==> src/rtl/vga_text_pkg.sv <==
// rtl/vga_text_pkg.sv - shared constants, types and helpers for the VGA text scanner
// Default 640x480@60 geometry, 16x32 character cells and the text RAM word layout.
package vga_text_pkg;

  localparam int VGA_H_VISIBLE = 640;
  localparam int VGA_H_FRONT   = 16;
  localparam int VGA_H_SYNC    = 96;
  localparam int VGA_H_BACK    = 48;
  localparam int VGA_V_VISIBLE = 480;
  localparam int VGA_V_FRONT   = 10;
  localparam int VGA_V_SYNC    = 2;
  localparam int VGA_V_BACK    = 33;

  localparam int CNT_W        = 10;
  localparam int CELL_W       = 16;
  localparam int CELL_H       = 32;
  localparam int TEXT_COLUMNS = VGA_H_VISIBLE / CELL_W;
  localparam int TEXT_ROWS    = VGA_V_VISIBLE / CELL_H;
  localparam int BLINK_BITS_DEFAULT = 5;

  localparam int CHAR_LSB = 0;
  localparam int CHAR_W   = 7;
  localparam int FG_LSB   = 7;
  localparam int BG_LSB   = 19;
  localparam int RGB_W    = 12;

  typedef logic [RGB_W-1:0] rgb444_t;

  // row*40 as (row<<5)+(row<<3); the largest visible cell (14,39) gives 599, inside 10 bits
  function automatic logic [9:0] cell_address(input logic [4:0] cell_row,
                                              input logic [5:0] cell_col);
    return {cell_row, 5'b0} + {2'b0, cell_row, 3'b0} + {4'b0, cell_col};
  endfunction

endpackage

==> src/rtl/vga_timing.sv <==
// rtl/vga_timing.sv - horizontal/vertical pixel counters with sync and visible-area decode
// Decodes are combinational from the current counters; the caller registers them.
module vga_timing
  import vga_text_pkg::*;
#(
  parameter int H_VISIBLE = VGA_H_VISIBLE,
  parameter int H_FRONT   = VGA_H_FRONT,
  parameter int H_SYNC    = VGA_H_SYNC,
  parameter int H_BACK    = VGA_H_BACK,
  parameter int V_VISIBLE = VGA_V_VISIBLE,
  parameter int V_FRONT   = VGA_V_FRONT,
  parameter int V_SYNC    = VGA_V_SYNC,
  parameter int V_BACK    = VGA_V_BACK
) (
  input  logic       clock,
  input  logic       reset_n,
  output logic [9:0] h_count,
  output logic [9:0] v_count,
  output logic       hsync_n,
  output logic       vsync_n,
  output logic       visible,
  output logic       frame_wrap
);

  localparam logic [9:0] H_LAST       = 10'(H_VISIBLE + H_FRONT + H_SYNC + H_BACK - 1);
  localparam logic [9:0] H_SYNC_FIRST = 10'(H_VISIBLE + H_FRONT);
  localparam logic [9:0] H_SYNC_LAST  = 10'(H_VISIBLE + H_FRONT + H_SYNC - 1);
  localparam logic [9:0] H_VIS        = 10'(H_VISIBLE);
  localparam logic [9:0] V_LAST       = 10'(V_VISIBLE + V_FRONT + V_SYNC + V_BACK - 1);
  localparam logic [9:0] V_SYNC_FIRST = 10'(V_VISIBLE + V_FRONT);
  localparam logic [9:0] V_SYNC_LAST  = 10'(V_VISIBLE + V_FRONT + V_SYNC - 1);
  localparam logic [9:0] V_VIS        = 10'(V_VISIBLE);

  logic h_wrap;

  assign h_wrap = (h_count == H_LAST);

  always_ff @(posedge clock or negedge reset_n) begin
    if (!reset_n) begin
      h_count <= '0;
      v_count <= '0;
    end else if (h_wrap) begin
      h_count <= '0;
      v_count <= (v_count == V_LAST) ? '0 : v_count + 1'b1;
    end else begin
      h_count <= h_count + 1'b1;
    end
  end

  assign hsync_n    = !((h_count >= H_SYNC_FIRST) && (h_count <= H_SYNC_LAST));
  assign vsync_n    = !((v_count >= V_SYNC_FIRST) && (v_count <= V_SYNC_LAST));
  assign visible    = (h_count < H_VIS) && (v_count < V_VIS);
  assign frame_wrap = h_wrap && (v_count == V_LAST);

endmodule

==> src/rtl/vga_text_scanner.sv <==
// rtl/vga_text_scanner.sv - VGA timing plus text-cell fetch with a blinking inverse cursor
// Stage 0 drives the RAM address; stage 1 aligns sync, cell position and the RAM word.
module vga_text_scanner
  import vga_text_pkg::*;
#(
  parameter int H_VISIBLE  = VGA_H_VISIBLE,
  parameter int H_FRONT    = VGA_H_FRONT,
  parameter int H_SYNC     = VGA_H_SYNC,
  parameter int H_BACK     = VGA_H_BACK,
  parameter int V_VISIBLE  = VGA_V_VISIBLE,
  parameter int V_FRONT    = VGA_V_FRONT,
  parameter int V_SYNC     = VGA_V_SYNC,
  parameter int V_BACK     = VGA_V_BACK,
  parameter int BLINK_BITS = BLINK_BITS_DEFAULT
) (
  input  logic        clock,
  input  logic        reset_n,
  input  logic [31:0] Text_Data,
  input  logic [5:0]  cursor_column,
  input  logic [3:0]  cursor_row,
  input  logic        cursor_enable,
  output logic [9:0]  Text_Address,
  output logic        H_output,
  output logic        V_output,
  output logic        picture,
  output logic [4:0]  row,
  output logic [3:0]  column,
  output logic [6:0]  character,
  output logic [11:0] foreground,
  output logic [11:0] background,
  output logic        frame_start
);

  logic [9:0]            h_count;
  logic [9:0]            v_count;
  logic                  hsync_n;
  logic                  vsync_n;
  logic                  visible;
  logic                  frame_wrap;
  logic [5:0]            cell_col;
  logic [4:0]            cell_row;
  logic                  hit_next;
  logic                  cursor_hit;
  logic [BLINK_BITS-1:0] frame_count;
  rgb444_t               fg_word;
  rgb444_t               bg_word;
  logic                  text_data_unused;

  vga_timing #(
    .H_VISIBLE (H_VISIBLE),
    .H_FRONT   (H_FRONT),
    .H_SYNC    (H_SYNC),
    .H_BACK    (H_BACK),
    .V_VISIBLE (V_VISIBLE),
    .V_FRONT   (V_FRONT),
    .V_SYNC    (V_SYNC),
    .V_BACK    (V_BACK)
  ) u_timing (
    .clock      (clock),
    .reset_n    (reset_n),
    .h_count    (h_count),
    .v_count    (v_count),
    .hsync_n    (hsync_n),
    .vsync_n    (vsync_n),
    .visible    (visible),
    .frame_wrap (frame_wrap)
  );

  assign cell_col     = h_count[9:4];
  assign cell_row     = v_count[9:5];
  assign Text_Address = visible ? cell_address(cell_row, cell_col) : '0;

  // Gating with visible keeps out-of-range cursor positions from ever matching
  assign hit_next = cursor_enable && visible && frame_count[BLINK_BITS-1]
                    && (cell_col == cursor_column) && (cell_row == {1'b0, cursor_row});

  always_ff @(posedge clock or negedge reset_n) begin
    if (!reset_n) begin
      H_output    <= 1'b1;
      V_output    <= 1'b1;
      picture     <= 1'b0;
      row         <= '0;
      column      <= '0;
      frame_start <= 1'b0;
      cursor_hit  <= 1'b0;
      frame_count <= '0;
    end else begin
      H_output    <= hsync_n;
      V_output    <= vsync_n;
      picture     <= visible;
      row         <= v_count[4:0];
      column      <= h_count[3:0];
      frame_start <= (h_count == '0) && (v_count == '0);
      cursor_hit  <= hit_next;
      if (frame_wrap) begin
        frame_count <= frame_count + 1'b1;
      end
    end
  end

  assign fg_word          = Text_Data[FG_LSB +: RGB_W];
  assign bg_word          = Text_Data[BG_LSB +: RGB_W];
  assign text_data_unused = Text_Data[31];

  always_comb begin
    character  = '0;
    foreground = '0;
    background = '0;
    if (picture) begin
      character  = Text_Data[CHAR_LSB +: CHAR_W];
      foreground = cursor_hit ? bg_word : fg_word;
      background = cursor_hit ? fg_word : bg_word;
    end
  end

endmodule

==> config.mk <==
export PLATFORM = sky130hd
export DESIGN_NAME = vga_text_scanner
export DESIGN_NICKNAME = d
export VERILOG_FILES = /design/src/rtl/vga_text_pkg.sv /design/src/rtl/vga_timing.sv /design/src/rtl/vga_text_scanner.sv
export SDC_FILE = /design/constraint.sdc
export NUM_CORES = 1
export LEC_CHECK = 0
export CORE_ASPECT_RATIO = 0.8
export CORE_MARGIN = 2
export CORE_UTILIZATION = 45
export CTS_BUF_LIST = sky130_fd_sc_hd__clkbuf_8
export DETAILED_ROUTE_END_ITERATION = 8
export PLACE_DENSITY = 0.93
export SLEW_MARGIN = 20
export SYNTH_ARGS = -nofsm -noshare
export SYNTH_HDL_FRONTEND = slang
export SYNTH_HIERARCHICAL = 1
export SYNTH_SLANG_ARGS = --single-unit
==> constraint.sdc <==
create_clock -name clock -period 2.88 [get_ports clock]
set_input_delay 0.288 -clock clock [delete_from_list [all_inputs] [get_ports clock]]
set_output_delay 0.288 -clock clock [all_outputs]
set_load 0.01 [all_outputs]
==> results by group <==
Clock network
  • # hold bufs at CTS: 0
  • H-tree levels: 2
  • CTS sink count: 39
  • Clock Tree Buf Depth: 2
  • CTS tree: done
  • Clock latency on the worst-skew pair: 0.29 ns
  • Clock root cell: clkbuf_8
  • Clk pin slew, worst setup/hold paths: 0.08 ns
  • TritonCTS buffer count: 5

GRT
  • First-pass GRT wire length: 10.6 mm
  • Antenna violations before repair: 0
  • Gr usage total: 0.211
  • GR Overflow Total: 0
  • Vias in the first global route: 2338
  • Largest net degree at the start of global routing: 40

Power
  • Seq pwr share: 0.462
  • Pwr Total: 1.18 mW
  • Cell internal pwr: 0.933 mW
  • Pwr Density: 301 nW/µm²
  • Net Sw Power: 0.251 mW
  • Sw Share: 0.212
  • Gate power share: 0.136
  • Leakage power: 1.73 nW
  • Clock power share: 0.402
  • Max VDD drop: 0.000279 V

Synth
  • EDFF count, synth: 0
  • Syn_nets: 327
  • Mapped Area: 2640 µm²
  • Asr flop ratio synth: 1.00
  • Sequential area share after synthesis: 0.370
  • Synthesized instance count: 265
  • Most frequently used flop master after synthesis: dfrtp_1
  • Avg Inst Size Synth: 9.98 µm²
  • Unique cell type count in the Yosys netlist: 41
  • Yosys warns: 6
  • Synth Register Bits: 39

Setup path
  • Crit-path max FO: 2
  • Flop2flop setup slack: 0.46 ns
  • Worst-case reg-to-reg path depth: 8
  • Critical Path Start Type: flip-flop
  • Critical R2R Capture: cursor_hit$_DFF_PN0_
  • Setup crit start: u_timing/v_count[7]$_DFFE_PN0N_
  • Req. time, crit path: 2.59 ns
  • Setup crit end kind: primary output
  • CP Class: flip-flop to primary output
  • Crit path DAT: 2.51 ns
  • Reg2Reg Launch Point: u_timing/v_count[6]$_DFFE_PN0N_

Floorplanning
  • Chip height: 72.6 µm
  • Core area: 5560 µm²
  • Initial Util: 0.476
  • Rows: 24
  • Die Area: 6510 µm²
  • Horiz. Die Dim: 89.7 µm
  • Ports: 99

Final layout
  • Commonest non-fill, non-tap cell in the layout: clkdlybuf4s50_1
  • Area Growth Syn to Fin: 48.6%
  • Most frequent cells in the layout: 92 x clkdlybuf4s50_1, 37 x dfrtp_1, 26 x mux2i_1
  • Post-route cell area: 3930 µm²
  • Share of layout cells above drive strength 1: 0.111
  • ANT cells: 0
  • Fin nets: 438

STA
  • Fin Setup TNS: 0 ns
  • Fin crit share: 0.973
  • Slew Viols, Final: 0
  • Max_slew headroom: 0.563
  • Crit path time final: 2.80 ns
  • RSZ-0062 raised after global routing: true
  • Hold Violations, Final: 0
  • Final setup violation count: 0
  • Peak Freq: 357 MHz
  • Worst-Margin Slew: 0.655 ns
  • Clock skew: 0.00337 ns

Detailed routing
  • Final wirelength: 6.67 mm
  • Drt first-iter violations: 130
  • DR vias: 2410
  • Final antenna-violating net count: 0
  • Via density: 5.30
  • 1st-pass router iterations: 4
  • DRC viols: 0
  • WL per Instance: 14.7 µm

Place
  • Routability cong.: 0.867
  • Port bufs: 97
  • Post-DP HPWL: 5.07 mm
  • Placed cell area: 3780 µm²

Outcome
  • Status: finished clean

Hold path
  • Hold Crit Class: input pin to async pin

Flow run
  • Max-cap violation count: 0
area by class of cell:
cell class	instances	area, µm²
Sequential cell	39	978
Multi-Input combinational cell	204	1610
Tap cell	78	97.6
Clock buffer	6	82.6
Timing Repair Buffer	113	1080
Fill cell	378	1630
Clock inverter	2	35.0
Inverter	13	48.8
timing repair:
action / 4_1_cts / 5_1_grt
pin swaps: 2 / 4
endpoints found under the setup margin: 4 / 4
buffers inserted: 0 / 1
resized for setup: 8 / 13
metrics by stage:
step / std cells / hold slack (ns) / setup WS (ns) / util
after global routing: 455 / 0.468 / -0.0235 / 0.707
final: 455 / 0.421 / 0.0787 / 0.707
after CTS: 454 / 0.434 / -0.0118 / 0.701
after detailed placement: 446 / 0.459 / -0.0907 / 0.680
after global placement: 446 / 0.457 / -0.0609 / 0.680
after floorplan: 265 / -0.00759 / 0.229 / -
synth_stat cells (2+ instances only):
cell type / n / area (µm²)
o21ai_0: 6 / 30.0
buf_2: 3 / 15.0
ha_1: 15 / 188
dfrtp_1: 37 / 926
and4_1: 2 / 17.5
or4_1: 3 / 22.5
xnor2_1: 17 / 149
a211oi_1: 2 / 15.0
fa_1: 2 / 40.0
mux2i_1: 26 / 260
nor2b_1: 25 / 156
nor4_1: 9 / 56.3
dfstp_2: 2 / 52.6
inv_1: 13 / 48.8
and2_1: 14 / 87.6
o21a_1: 2 / 15.0
and3_1: 4 / 25.0
nor2_1: 10 / 37.5
nand2_1: 11 / 41.3
nor3_1: 5 / 25.0
nor4_4: 2 / 42.5
a21o_1: 2 / 15.0
xor2_1: 11 / 96.3
nand4_1: 10 / 62.6
clkbuf_1: 5 / 18.8
nand3_1: 12 / 60.1
power groups by stage:
stage / clock (mW) / combinational [mW] / sequential (mW)
final: 0.476 / 0.161 / 0.547
after global routing: 0.510 / 0.175 / 0.547
after CTS: 0.486 / 0.163 / 0.547
after detailed placement: 0 / 0.163 / 0.558
after global placement: 0 / 0.159 / 0.558
after floorplan: 0 / 0.0400 / 0.558
flip-flops by register name, summed over array words and instances, names as in the netlist:
name	count
H_output	1
V_output	1
column	4
cursor_hit	1
frame_count	5
frame_start	1
picture	1
row	5
u_timing/h_count	10
u_timing/v_count	10
worst max-delay path: stages, from the launching register on:
cell      delay, ns
dfrtp_1        0.38
inv_2          0.05
fa_1           0.58
inv_2          0.06
ha_4           0.22
a211oi_4       0.22
nor4_1         0.08
or4_1          0.48
buf_2          0.15
how the worst max path moves through the flow:
stage	depth (start not counted)	to	slack [ns]
after floorplan	7	Text_Address[9]	0.23
after global placement	8	Text_Address[9]	-0.06
after detailed placement	8	Text_Address[9]	-0.09
after CTS	8	Text_Address[9]	-0.01
after global routing	8	Text_Address[9]	-0.02
final	8	Text_Address[9]	0.08
layer usage:
| layer | GRT usage | wire (µm) | vias up |
|---|---|---|---|
| li1 | - | - | 1145 |
| met1 | 0.249 | 2760 | 1161 |
| met2 | 0.377 | 3240 | 100 |
| met3 | 0.0637 | 635 | 4 |
| met4 | 0.0415 | 36 | 0 |
| met5 | 0 | 0 | - |
cell families (layout without fill, tap and decap cells):
group | count (synthesis) | after routing | share of synthesized area
adders and majority gates | 17 | 17 | 0.0861
buffers and inverters | 22 | 134 | 0.0355
DFF | 39 | 39 | 0.370
and+or+nand+nor | 116 | 116 | 0.274
muxes | 27 | 27 | 0.103
xor gates and xnor gates | 28 | 28 | 0.0928
AOI/OAI and AO/OA | 16 | 16 | 0.0383
Note: power is estimated with default switching activity, not from simulation.
